File: config.mk
export PLATFORM = sky130hd
export DESIGN_NAME = loop_sequencer
export DESIGN_NICKNAME = d
export VERILOG_FILES = /design/src/rtl/loop_sequencer.sv
export SDC_FILE = /design/constraint.sdc
export NUM_CORES = 1
export LEC_CHECK = 0
export ABC_AREA = 1
export BUFFER_PORTS_ARGS = -buffer_cell sky130_fd_sc_hd__buf_2
export CAP_MARGIN = 10
export CORE_UTILIZATION = 47
export CTS_CLUSTER_SIZE = 14
export DETAILED_ROUTE_END_ITERATION = 8
export PLACE_DENSITY = 0.75
export SYNTH_ARGS = -nofsm -noshare
export SYNTH_HDL_FRONTEND = slang
export SYNTH_SLANG_ARGS = --single-unit
File: constraint.sdc
create_clock -name clk -period 4.2 [get_ports clk]
set_clock_uncertainty 0.2 [all_clocks]
set_input_delay 0.63 -clock clk [delete_from_list [all_inputs] [get_ports clk]]
set_output_delay 0.63 -clock clk [all_outputs]
set_load 0.03 [all_outputs]
File: src/rtl/loop_sequencer.sv
// Down-count loop controller: loads an iteration count, issues one handshaked
// step request per iteration and decrements until the count reaches zero.
module loop_sequencer #(
    parameter int WIDTH = 8
) (
    input  logic             clk,
    input  logic             rst,
    input  logic             start,
    input  logic [WIDTH-1:0] n,
    input  logic             abort,
    input  logic             step_ack,
    output logic             step_req,
    output logic             busy,
    output logic [WIDTH-1:0] cnt,
    output logic             aeq0,
    output logic             done
);

    localparam logic [2:0] S_IDLE  = 3'd0;
    localparam logic [2:0] S_CHECK = 3'd1;
    localparam logic [2:0] S_REQ   = 3'd2;
    localparam logic [2:0] S_DEC   = 3'd3;
    localparam logic [2:0] S_DONE  = 3'd4;

    logic [2:0]       state_q, state_d;
    logic [WIDTH-1:0] cnt_q, cnt_d;

    always_comb begin
        state_d = state_q;
        cnt_d   = cnt_q;
        case (state_q)
            S_IDLE: begin
                if (start) begin
                    cnt_d   = n;
                    state_d = S_CHECK;
                end
            end
            S_CHECK: begin
                if (abort)     state_d = S_IDLE;
                else if (aeq0) state_d = S_DONE;
                else           state_d = S_REQ;
            end
            S_REQ: begin
                // abort beats a same-cycle ack, so the step is dropped uncounted
                if (abort)         state_d = S_IDLE;
                else if (step_ack) state_d = S_DEC;
            end
            S_DEC: begin
                if (abort) begin
                    state_d = S_IDLE;
                end else begin
                    cnt_d   = cnt_q - 1'b1;
                    state_d = S_CHECK;
                end
            end
            S_DONE:  state_d = S_IDLE;
            default: state_d = S_IDLE;
        endcase
    end

    always_ff @(posedge clk) begin
        if (rst) begin
            state_q <= S_IDLE;
            cnt_q   <= '0;
        end else begin
            state_q <= state_d;
            cnt_q   <= cnt_d;
        end
    end

    assign aeq0     = (cnt_q == '0);
    assign cnt      = cnt_q;
    assign busy     = (state_q != S_IDLE);
    assign step_req = (state_q == S_REQ);
    assign done     = (state_q == S_DONE);

endmodule

==> impl_metrics.py <==
metrics = {
    "timing": {
        "fmax_mhz": 434.3,
        "setup_ws_ns": 1.897,
        "final-setup-viol-count": 0,
        "final.setup.tns_ns": 0,
        "post-route-period-util_pct": 54.83,
        "finalHoldViolCount": 0,
        "tightest_slew_ns": 0.3248,
        "rsz0062_at_grt": "no",
        "slew_headroom_pct": 78.27,
        "finalMaxSlewViolations": 0,
        "min_period_ns": 2.303,
    },
    "drt": {
        "num_vias": 836,
        "vias_per_cell": 5.098,
        "totalWireLength_mm": 1.740,
        "ant_nets": 0,
        "avgRoutedWirePerCell_um": 10.61,
        "drc": 0,
        "drtPass1Iterations": 4,
        "drtIter0Drc": 17,
    },
    "power": {
        "power.density_nw_per_um2": 403.2,
        "switching_share_pct": 44.65,
        "comb_power_share_pct": 45.8,
        "seqPwrFrac_pct": 34.9,
        "internal_power_uw": 208.6,
        "vdd_drop_max_mv": 0.2139,
        "leakage_nw": 0.4880,
        "switchingPower_uw": 168.3,
        "pwr-share-clk_pct": 19.3,
    },
    "cts": {
        "clock_sinks": 11,
        "cts_made_buffers": 3,
        "clk_latency_ns": 0.27,
        "postCtsSetupRepairBufs": 0,
        "clkTransAtPathRegs_ns": 0.07,
        "cts_resized": 0,
        "clock_path_buffers": 2,
        "cts_max_level": 1,
        "cts_root_buf": "clkbuf_4",
        "cts_tree": "built",
        "cts_hold_buf": 0,
    },
    "place": {
        "gp_congestion": 0.7946,
        "io_buffers": 24,
        "dpl.hpwl_mm": 1.346,
        "place_ws_ns": 2.195,
        "place_area_sq_um": 908.4,
    },
    "worst_hold_path": {
        "hold_depth": 2,
        "min_to": "cnt[1]",
        "hold_path_startpoint": "cnt[1]",
        "hold_class": "register to register",
    },
    "setup_path": {
        "cp_cell_sequence": "inv_1 -> ha_1 -> nand3_1 -> or2_1 -> inv_2 -> buf_2",
        "worstSetupEndpointType": "primary output",
        "reg2reg_depth": 8,
        "rrSetupSlack_ns": 2.53,
        "rr_startpoint": "cnt[0]",
        "cpMaxStageDelayCell": "dfxtp_1",
        "slowest_delay_ns": 0.35,
        "worst_ep_arrival_time_ns": 1.47,
        "required_ns": 3.37,
        "crit_fanout": 5,
        "crit_type": "register to primary output",
        "start_kind": "register",
        "reg2reg_to": "cnt[4]",
    },
    "global_routing": {
        "grt.total_usage_pct": 22.30,
        "grt-ovfl-total": 0,
        "grt_pass1_vias": 740,
        "antenna_found_initial": 0,
        "grt_first_pass_wirelength_mm": 3.111,
        "grt_max_degree": 12,
    },
    "synth": {
        "yosys-top-cells-count": "nand2_1, dfxtp_1, nor2_1",
        "yosysMostFrequentCell": "nand2_1",
        "ys_types": 25,
        "yosys_warnings": 0,
        "synthArstFlopShare_pct": 0,
        "ys_seq_area_share_pct": 28.12,
        "synth.net_count": 137,
        "synthCells": 122,
        "synth_edf_count": 0,
        "yosysTopAreaCell": "dfxtp_1",
        "synth_area_sq_um": 783.3,
        "synthFlopType": "dfxtp_1",
        "yosysTopAreaCellShare_pct": 28.12,
        "synth.avg_cell_area_sq_um": 6.420,
        "yosys_register_bits": 11,
        "synth_top_cells_by_area": "dfxtp_1, nand2_1, a21oi_2",
    },
    "floorplan": {
        "initial_core_util_pct": 51.40,
        "dieArea_sq_um": 1834,
        "fp.coreArea_sq_um": 1524,
        "rows": 14,
        "dieHeight_um": 42.82,
        "die_x_um": 42.82,
        "ios": 25,
    },
    "outcome": {
        "status": "finished clean",
    },
    "final_layout": {
        "antennaDiodeCount": 0,
        "layout-drive-gt1-share_pct": 35.14,
        "final_cell_area_sq_um": 934.6,
        "fin_nets": 164,
        "area_delta_synth_final_pct": 19.33,
    },
    "run": {
        "max_cap_violations": 0,
    },
}
-- power by group through the flow --
stage	clock, mW	combinational [mW]	sequential [mW]
floorplan	0	0.113	0.151
global placement	0	0.168	0.133
detailed placement	0	0.172	0.134
CTS	0.0763	0.173	0.131
global route	0.0809	0.193	0.134
finish	0.0728	0.172	0.132
-- flip-flops by register name, indices dropped and copies added (netlist names) --
register,cells
cnt,8
state_q,3
-- placed cells by master (no fill, tap or decap), types with 2 or more instances in the layout --
cell,Yosys,final
nand2_1,37,37
dfxtp_1,11,11
a21oi_2,5,5
nand3_2,3,3
inv_1,10,10
nor2_1,11,11
buf_2,0,24
inv_2,6,6
o21ai_1,2,2
nor3_1,2,2
nand3_1,8,8
nand2_4,2,2
nor2_2,4,4
ha_1,2,2
a21oi_1,5,5
clkbuf_4,0,3
o21ai_0,4,4
-- how the worst max path moves through the flow --
| stage | endpoint | slack (ns) | startpoint |
|---|---|---|---|
| after detailed placement | aeq0 | 2.19 | cnt[0] |
| final | aeq0 | 1.90 | cnt[0] |
| after global placement | aeq0 | 2.26 | cnt[0] |
| after floorplan | aeq0 | 2.24 | cnt[0] |
| after global routing | aeq0 | 1.81 | cnt[0] |
| after CTS | aeq0 | 1.89 | cnt[0] |
-- logic make-up after synthesis --
group | Yosys count | share of synthesized area, %
AOI/OAI and AO/OA | 16 | 12.62
adders and majority gates | 2 | 3.194
buffers and inverters | 20 | 11.34
DFF | 11 | 28.11
and+or+nand+nor | 73 | 44.73
-- metrics by stage --
step                      hold slack (ns)  util (%)  std cells  power, mW
after floorplan                    0.3353         -        122     0.2638
after global placement             0.2834     59.61        160     0.3012
after detailed placement           0.2840     59.61        160     0.3056
after CTS                          0.2950     61.33        164     0.3804
after global routing               0.3242     61.33        164     0.4073
final                              0.3018     61.33        164     0.3769
-- critical path, delay by kind of cell (launching register included) --
family | cells | cell delay, ns
adders and majority gates | 1 | 0.17
buffers and inverters | 3 | 0.36
DFF | 1 | 0.35
and+or+nand+nor | 2 | 0.33
-- final cells by class --
cell class / count / area (sq um)
clock buffers: 4 / 26.28
fillers: 157 / 589.3
inverters: 18 / 73.82
multi-input cells: 91 / 474.2
flip-flops and latches: 11 / 220.2
well taps: 16 / 20.02
repair buffers: 24 / 120.1
-- metal layers --
metal	vias to the layer above	global-route usage (%)	share of wire [%]
li1	434	-	-
met1	382	25.78	44
met2	20	38.48	51
met3	0	6.809	4.8
met4	0	7.500	0
met5	-	0	0
No activity file was read; power rests on OpenSTA's default activity.
